File: src/rtl/fifo_pkg.sv
// Shared sizing helpers for the FIFO family.
// Depth and occupancy-counter width are derived from the address width.
package fifo_pkg;

   function automatic int fifo_depth(input int asize);
      return 1 << asize;
   endfunction

   // An occupancy counter has to hold 0..depth, so it needs one extra bit.
   function automatic int level_width(input int asize);
      return asize + 1;
   endfunction

endpackage

File: src/rtl/fifomem.sv
// Dual-port FIFO storage: synchronous write port, asynchronous read port.
// The contents are not reset.
module fifomem
   import fifo_pkg::*;
#(
   parameter int DSIZE = 8,
   parameter int ASIZE = 4
) (
   input  logic             wclk,
   input  logic             wclken,
   input  logic             wfull,
   input  logic [ASIZE-1:0] waddr,
   input  logic [ASIZE-1:0] raddr,
   input  logic [DSIZE-1:0] wdata,
   output logic [DSIZE-1:0] rdata
);

   logic [DSIZE-1:0] mem [fifo_depth(ASIZE)];

   assign rdata = mem[raddr];

   always_ff @(posedge wclk) begin
      if (wclken && !wfull) mem[waddr] <= wdata;
   end

endmodule

File: src/rtl/sync_fifo.sv
// Single-clock FIFO with occupancy counter, thresholds, flush, sticky errors,
// and either first-word-fall-through or registered read data.
module sync_fifo
   import fifo_pkg::*;
#(
   parameter int DSIZE = 8,
   parameter int ASIZE = 4,
   parameter int FWFT  = 1
) (
   input  logic             clk,
   input  logic             rst_n,
   input  logic             flush,
   input  logic             winc,
   input  logic [DSIZE-1:0] wdata,
   output logic             wfull,
   output logic             awfull,
   input  logic             rinc,
   output logic [DSIZE-1:0] rdata,
   output logic             rvalid,
   output logic             rempty,
   output logic             arempty,
   input  logic [ASIZE:0]   awfull_thr,
   input  logic [ASIZE:0]   arempty_thr,
   output logic [ASIZE:0]   level,
   output logic             overflow,
   output logic             underflow
);

   localparam int DEPTH = fifo_depth(ASIZE);
   localparam int LW    = level_width(ASIZE);

   logic [ASIZE-1:0] waddr;
   logic [ASIZE-1:0] raddr;
   logic             wr_ok;
   logic             rd_ok;
   logic [DSIZE-1:0] mem_rdata;

   assign wfull   = (level == LW'(DEPTH));
   assign rempty  = (level == '0);
   assign awfull  = (level >= awfull_thr);
   assign arempty = (level <= arempty_thr);

   // Flush wins over both requests so nothing moves in the flush cycle.
   assign wr_ok = winc && !wfull  && !flush;
   assign rd_ok = rinc && !rempty && !flush;

   fifomem #(
      .DSIZE (DSIZE),
      .ASIZE (ASIZE)
   ) u_mem (
      .wclk   (clk),
      .wclken (wr_ok),
      .wfull  (wfull),
      .waddr  (waddr),
      .raddr  (raddr),
      .wdata  (wdata),
      .rdata  (mem_rdata)
   );

   always_ff @(posedge clk or negedge rst_n) begin
      if (!rst_n) begin
         waddr     <= '0;
         raddr     <= '0;
         level     <= '0;
         overflow  <= 1'b0;
         underflow <= 1'b0;
      end else if (flush) begin
         waddr     <= '0;
         raddr     <= '0;
         level     <= '0;
         overflow  <= 1'b0;
         underflow <= 1'b0;
      end else begin
         if (wr_ok) waddr <= waddr + ASIZE'(1);
         if (rd_ok) raddr <= raddr + ASIZE'(1);
         case ({wr_ok, rd_ok})
            2'b10:   level <= level + LW'(1);
            2'b01:   level <= level - LW'(1);
            default: level <= level;
         endcase
         if (winc && wfull)  overflow  <= 1'b1;
         if (rinc && rempty) underflow <= 1'b1;
      end
   end

   generate
      if (FWFT != 0) begin : g_fwft
         assign rdata  = mem_rdata;
         assign rvalid = !rempty;
      end else begin : g_reg_read
         // rdata deliberately holds across flush; only rvalid is cleared.
         always_ff @(posedge clk or negedge rst_n) begin
            if (!rst_n) begin
               rdata  <= '0;
               rvalid <= 1'b0;
            end else if (flush) begin
               rvalid <= 1'b0;
            end else begin
               rvalid <= rd_ok;
               if (rd_ok) rdata <= mem_rdata;
            end
         end
      end
   endgenerate

endmodule

File: config.mk
export PLATFORM = sky130hd
export DESIGN_NAME = sync_fifo
export DESIGN_NICKNAME = d
export VERILOG_FILES = /design/src/rtl/fifo_pkg.sv /design/src/rtl/fifomem.sv /design/src/rtl/sync_fifo.sv
export SDC_FILE = /design/constraint.sdc
export NUM_CORES = 1
export LEC_CHECK = 0
export ABC_AREA = 1
export BUFFER_PORTS_ARGS = -buffer_cell sky130_fd_sc_hd__buf_2
export CAP_MARGIN = 20
export CORE_MARGIN = 2
export CORE_UTILIZATION = 50
export DETAILED_ROUTE_END_ITERATION = 16
export GPL_ROUTABILITY_DRIVEN = 0
export GPL_TIMING_DRIVEN = 0
export PLACE_DENSITY = 0.75
export SLEW_MARGIN = 40
export SYNTH_ARGS = -nofsm -noshare
export SYNTH_HDL_FRONTEND = slang
export SYNTH_HIERARCHICAL = 1
export SYNTH_SLANG_ARGS = --single-unit
export TNS_END_PERCENT = 50
File: constraint.sdc
create_clock -name clk -period 4.6 [get_ports clk]
set_input_delay 0.92 -clock clk [delete_from_list [all_inputs] [get_ports clk]]
set_output_delay 0.92 -clock clk [all_outputs]
set_load 0.02 [all_outputs]
==> impl_metrics.json, run 1 <==
{
  "hold_viol_final": 0,
  "post_cts_buffers": 0,
  "pin_count": 43,
  "drtPass1Iterations": 6,
  "clk_pin_slew_worst_paths_ns": 0.06,
  "worstHoldPathType": "input port to async pin",
  "start_kind": "flop",
  "rsz0062_at_grt": "false",
  "die-area_sq_mm": 0.0145,
  "synthesis.instances": 686,
  "syn_area_sq_mm": 0.00680,
  "routedWlPerCell_um": 17.4,
  "timing.final.crit_period_ns": 3.01,
  "fillers": 1094,
  "grt_usage_pct": 24.5,
  "leakagePower_uw": 0.00354,
  "cpMostUsedCell": "nand3_1",
  "ys_top_cells_by_area": "edfxtp_1 57%, nand2_1 11%, nand3_1 7.6%",
  "status": "complete, no violations",
  "start_util_pct": 51.3,
  "die-height_um": 121,
  "slew_headroom_pct": 43.9,
  "syn_avg_cell_area_sq_um": 9.91,
  "drt_iter0_markers": 414,
  "fin_setup_tns_ns": 0,
  "h-tree-depth": 4,
  "crit_fanout": 10,
  "port_buffers": 42,
  "yosysSeqAreaShare_pct": 62.1,
  "ant_nets": 0,
  "fin_crit_sh_pct": 65.5,
  "drv_slew": 0,
  "place.detailed.hpwl_um": 10700,
  "drc": 0,
  "core_area_sq_mm": 0.0132,
  "critical_path_arrival_ns": 2.09,
  "critPathSlowestCell": "dfrtp_1",
  "syn-num-nets": 725,
  "yosysTopAreaCell": "edfxtp_1",
  "end_kind": "primary output",
  "area_delta_synth_final_pct": 15.7,
  "worstPathCellList": "inv_2 > buf_2 > nand2_1 > nand3_1 > nand3_1 > nand3_1 > nand2_1 > buf_2",
  "totalPowerFinal_uw": 4300,
  "grt_pass1_vias": 4979,
  "antennaDiodeCount": 0,
  "yosysWarnings": 6,
  "peakVddDrop_mv": 0.370,
  "drive_above_1_share_pct": 16.7,
  "grt_first_pass_wirelength_um": 26100,
  "cts.sink_count": 143,
  "setup_viol": 0,
  "fin_ws_ns": 1.59,
  "power_density_mw_per_mm2": 547,
  "gr-total-overflow": 0,
  "ys_types": 31,
  "skew_ns": 0.00518,
  "worstSetupPathType": "flop to primary output",
  "worst-slew-pin-transition_ns": 0.839,
  "via_per_inst": 5.31,
  "clockRootBuffer": "clkbuf_16",
  "pre_cts_slack_ns": 1.57,
  "grt_max_degree": 17,
  "vias": 4970,
  "max_freq_ghz": 0.332,
  "synth_top_area_share_pct": 56.5,
  "clock_path_buffers": 2,
  "ctsResizeCount": 0,
  "maxCapViolCount": 0,
  "fin_nets": 786,
  "antenna_found_initial": 0,
  "ys_seq_elements": 143,
  "cts_tree": "done",
  "row_count": 42,
  "ctsHoldBuffers": 0,
  "clkLatencyLatePin_ns": 0.43,
  "cts_buffers": 17,
  "die_w_um": 121,
  "routed_wl_um": 16300,
  "required_ns": 3.68,
  "cpPeakStageDelay_ns": 0.47
}
## final timing paths
kind,from,endpoint,slack [ns],depth (start not counted)
worst min-delay path,rst_n,overflow,0.39,1
worst max-delay path,raddr[0],rdata[0],1.59,8
worst max register to register,level[1],u_mem/mem[8][6],1.96,8
max in group asynchronous,rst_n,level[3],3.95,1
min in group clk,overflow,overflow,0.50,2
worst min register to register,overflow,overflow,0.50,2
## area by class of cell
class / count / area, sq um / area share, %
clock buffers: 17 / 425 / 5.41
well taps: 176 / 220 / 2.80
inverters: 130 / 490 / 6.24
repair buffers: 42 / 210 / 2.67
plain buffers: 24 / 170 / 2.16
clock inverters: 15 / 193 / 2.45
flip-flops and latches: 143 / 4220 / 53.6
multi-input cells: 389 / 1940 / 24.6
## flip-flops by register name, summed over array words and instances, names as in the netlist
signal / flops
u_mem/mem: 128
level: 5
raddr: 4
waddr: 4
overflow: 1
underflow: 1
## layout by cell type (no fill, tap or decap), types with 2 or more instances in the layout
cell and n:
nand2_1 198, edfxtp_1 128, inv_1 124, nand3_1 103, buf_2 55, nor2_1 17, clkbuf_16 17, ha_1 15
dfrtp_1 15, a21oi_1 11, nor2_2 9, nand2_4 7, o21ai_0 7, buf_6 7, inv_2 5, clkinv_2 4
bufinv_16 4, nor2_4 3, o21ai_2 3, nand3b_1 3, clkinvlp_4 3, buf_4 3, nand3_2 2, nor3_1 2
inv_6 2
## power breakdown
| group | internal [uW] | leakage [uW] | total, uW | switching [uW] |
|---|---|---|---|---|
| Combinational | 421 | 0.00188 | 1320 | 895 |
| Sequential | 1480 | 0.00136 | 1560 | 75.9 |
| Clock | 903 | 0.000297 | 1430 | 527 |
## logic make-up (layout without fill, tap and decap cells)
family          count (synthesis)  in the layout  synth area share (%)
compound gates                 25             25                  2.14
xor+xnor                        2              2                 0.258
fa+ha+maj                      16             16                  3.06
buf+inv                       154            228                  9.72
flops                         143            143                  62.1
simple gates                  346            346                  22.8
## metal layers
metal | track usage (%) | part of all wire (%)
met4 | 12.3 | 3.3
met5 | 0 | 0
met2 | 39.9 | 49
met1 | 29.8 | 39
met3 | 6.98 | 7.8
## worst max-delay path: cells and delay by family (launching register included)
family,cells,cell delay [ns]
buf+inv,3,0.64
simple gates,5,0.55
flops,1,0.47
## cells in the mapped netlist
library cell and n:
ha_1 15, o21ai_2 3, o21ai_0 7, inv_2 5, nor2_1 25, dfrtp_1 15
nor3_1 2, nand3b_1 3, inv_1 124, nand3_4 1, inv_4 1, buf_2 13
nand2_1 198, buf_6 7, nand4_1 1, o221ai_1 1, nand3_2 2, fa_1 1
xor2_1 1, o21bai_1 1, o21ai_1 1, edfxtp_1 128, buf_4 3, buf_1 1
nand3_1 103, nand2_4 7, nor2_2 1, nor2_4 3, a21oi_1 11, xnor2_1 1
o21a_1 1
## metrics by stage
step / util (%) / cell area, sq um / hold slack, ns / cells
3_3_place_gp: 54.6 / 7230 / 0.479 / 904
6_report: 59.4 / 7870 / 0.390 / 936
3_5_place_dp: 54.6 / 7240 / 0.488 / 904
5_1_grt: 59.4 / 7870 / 0.401 / 936
4_1_cts: 59.3 / 7850 / 0.388 / 936
2_1_floorplan: - / 6800 / 0.475 / 686
No activity file was read; power rests on OpenSTA's default activity.
==> run 2, diff against run 1 <==
--- a/config.mk
+++ b/config.mk
@@ -5,7 +5,7 @@
 export SDC_FILE = /design/constraint.sdc
 export NUM_CORES = 1
 export LEC_CHECK = 0
-export ABC_AREA = 1
+export ABC_AREA = 0
 export BUFFER_PORTS_ARGS = -buffer_cell sky130_fd_sc_hd__buf_2
 export CAP_MARGIN = 20
 export CORE_MARGIN = 2
==> constraint.sdc (replaced) <==
create_clock -name clk -period 2.85 [get_ports clk]
set_input_delay 0.57 -clock clk [delete_from_list [all_inputs] [get_ports clk]]
set_output_delay 0.57 -clock clk [all_outputs]
set_load 0.02 [all_outputs]
==> impl_metrics.json, run 2 <==
{
  "status": "complete, no violations",
  "reg2reg_from": "level[1]",
  "pre_cts_slack_ns": -0.253,
  "ys.flop_type": "edfxtp_1",
  "yosysSeqAreaShare_pct": 67.7,
  "worst-slew-pin-transition_ns": 0.857,
  "cts_buffers": 17,
  "cts_tree": "done",
  "pin_count": 43,
  "worstHoldPathType": "input port to async pin",
  "row_count": 40,
  "yosysWarnings": 6,
  "routedWlPerCell_um": 20.3,
  "rr_endpoint": "level[4]",
  "drtPass1Iterations": 4,
  "grt_pass1_vias": 3544,
  "synth-async-reset-ratio_pct": 10.5,
  "crit_end": "rdata[2]",
  "cts.sink_count": 143,
  "fin_ws_ns": 0.0717,
  "h-tree-depth": 4,
  "syn-num-nets": 399,
  "synth_top_area_share_pct": 61.7,
  "die-height_um": 116,
  "antenna_found_initial": 0,
  "skew_ns": 0.0135,
  "layout.cells.most_common": "edfxtp_1",
  "synth_top_family_by_area": "multiplexers",
  "yosysMostFrequentCell": "edfxtp_1",
  "end_kind": "primary output",
  "crit_fanout": 10,
  "slew_headroom_pct": 42.7,
  "grt_first_pass_wirelength_um": 19100,
  "synth_xor_area_share_pct": 0.703,
  "grt_usage_pct": 20.0,
  "gr-total-overflow": 0,
  "start_util_pct": 51.5,
  "ctsHoldBuffers": 0,
  "core_area_sq_mm": 0.0121,
  "dp_cells": 570,
  "antennaDiodeCount": 0,
  "peakVddDrop_mv": 0.464,
  "reg2reg_depth": 10,
  "reg.largest.list": "u_mem/mem: 128 flops, level: 5 flops",
  "clk_pin_slew_worst_paths_ns": 0.06,
  "place.detailed.hpwl_um": 8070,
  "top_register": "u_mem/mem",
  "synth-compound-area-share_pct": 5.18,
  "drt_iter0_markers": 189,
  "synth_mux_area_share_pct": 13.5,
  "critPathLaunch": "raddr[0]",
  "yosysTopAreaCell": "edfxtp_1",
  "hold_viol_final": 0,
  "finalNonFillerCells": 604,
  "leakagePower_uw": 0.00262,
  "power.switching_uw": 1770,
  "die-area_sq_mm": 0.0134,
  "power_density_mw_per_mm2": 842,
  "totalPowerFinal_uw": 6180,
  "r2r_slack_ns": 0.18,
  "swShare_pct": 28.7,
  "fin_crit_sh_pct": 97.5,
  "clockRootBuffer": "clkbuf_16",
  "start_kind": "flop",
  "ant_nets": 0,
  "syn_avg_cell_area_sq_um": 17.3,
  "fin_setup_tns_ns": 0,
  "timing.final.crit_period_ns": 2.78,
  "ys_top_cells_by_area": "edfxtp_1 62%, mux4_2 6.5%, dfrtp_1 6.0%",
  "ys_types": 47,
  "vias": 3413,
  "setup_viol": 0,
  "placed_area_sq_mm": 0.00668,
  "synthesis.instances": 360,
  "seq_power_share_pct": 39.5,
  "final_cell_mix": "128 x edfxtp_1, 46 x buf_2, 21 x nor2_1, 19 x mux4_2, 17 x clkbuf_16",
  "area_delta_synth_final_pct": 17.7,
  "p_int_uw": 4400,
  "max_freq_ghz": 0.360,
  "port_buffers": 41,
  "drive_above_1_share_pct": 31.4,
  "die_w_um": 116,
  "synth_fa_ha_area_share_pct": 3.33,
  "syn_area_sq_mm": 0.00623,
  "worstSetupPathType": "flop to primary output",
  "synth_common_cells": "128 x edfxtp_1, 31 x nor2_1, 18 x mux4_2",
  "synth_edf_count": 128,
  "drc": 0,
  "synth-simple-area-share_pct": 6.75,
  "via_per_inst": 5.65,
  "drv_slew": 0,
  "largest_reg_flops": 128,
  "fin_nets": 463,
  "pwr-share-comb_pct": 27.3,
  "ys_seq_elements": 143,
  "routed_wl_um": 12200,
  "clock_path_buffers": 2,
  "maxCapViolCount": 0,
  "fin_area_sq_mm": 0.00734,
  "required_ns": 2.28,
  "grt_max_degree": 17,
  "critical_path_arrival_ns": 2.21,
  "clkLatencyLatePin_ns": 0.41,
  "power_frac_clock_pct": 33.2
}
[run 2: what timing repair did]
item,4_1_cts,5_1_grt
buffers inserted,1,2
gates cloned,0,0
resized for setup,3,15
endpoints found under the setup margin,24,84
[run 2: cells by family (layout without fill, tap and decap cells)]
family          after synthesis  after routing
flops                       143            143
simple gates                 81             81
compound gates               47             47
mux                          38             38
fa+ha+maj                    16             16
buf+inv                      30            106
xor+xnor                      5              5
[run 2: through the flow]
stage                     util [%]  hold WS, ns
after floorplan                  -        0.274
after global placement        54.9        0.476
after detailed placement      55.1        0.496
after CTS                     59.8       0.0652
after global routing          60.6       0.0809
final                         60.6       0.0638
[run 2: cell type report]
type                    instances  area, sq um
multi-input cells             187         1930
clock inverters                13          124
plain buffers                  16          135
flip-flops and latches        143         4220
well taps                     168          210
fillers                       905         4770
inverters                      14         52.6
clock buffers                  18          429
repair buffers                 45          235
[run 2: worst max-delay path, cell delays in order (launching register included)]
cell and delay (ns):
dfrtp_1 0.38, buf_6 0.15, buf_8 0.17, mux4_1 0.61, a22oi_2 0.23, nand2_1 0.10, buf_2 0.17
[run 2: worst min path at each step]
stage / endpoint / cells past startpoint
finish: level[1] / 1
global route: level[2] / 1
CTS: level[0] / 1
detailed placement: underflow / 2
global placement: overflow / 2
floorplan: level[0] / 0
[run 2: metal layers]
metal	part of all wire, %	vias up	routed length [um]	GRT usage (%)
met3	5.0	20	610	5.75
met1	43	1723	5310	26.7
met2	50	98	6090	31.8
met5	0	-	0	0
met4	1.9	0	229	7.06
li1	-	1572	-	-
[run 2: power groups by stage]
stage | clock, uW | combinational [uW] | sequential [uW]
after CTS | 2080 | 1620 | 2450
after global placement | 0 | 1530 | 2490
after detailed placement | 0 | 1590 | 2500
after floorplan | 0 | 1130 | 2500
after global routing | 2160 | 1830 | 2450
final | 2050 | 1690 | 2440
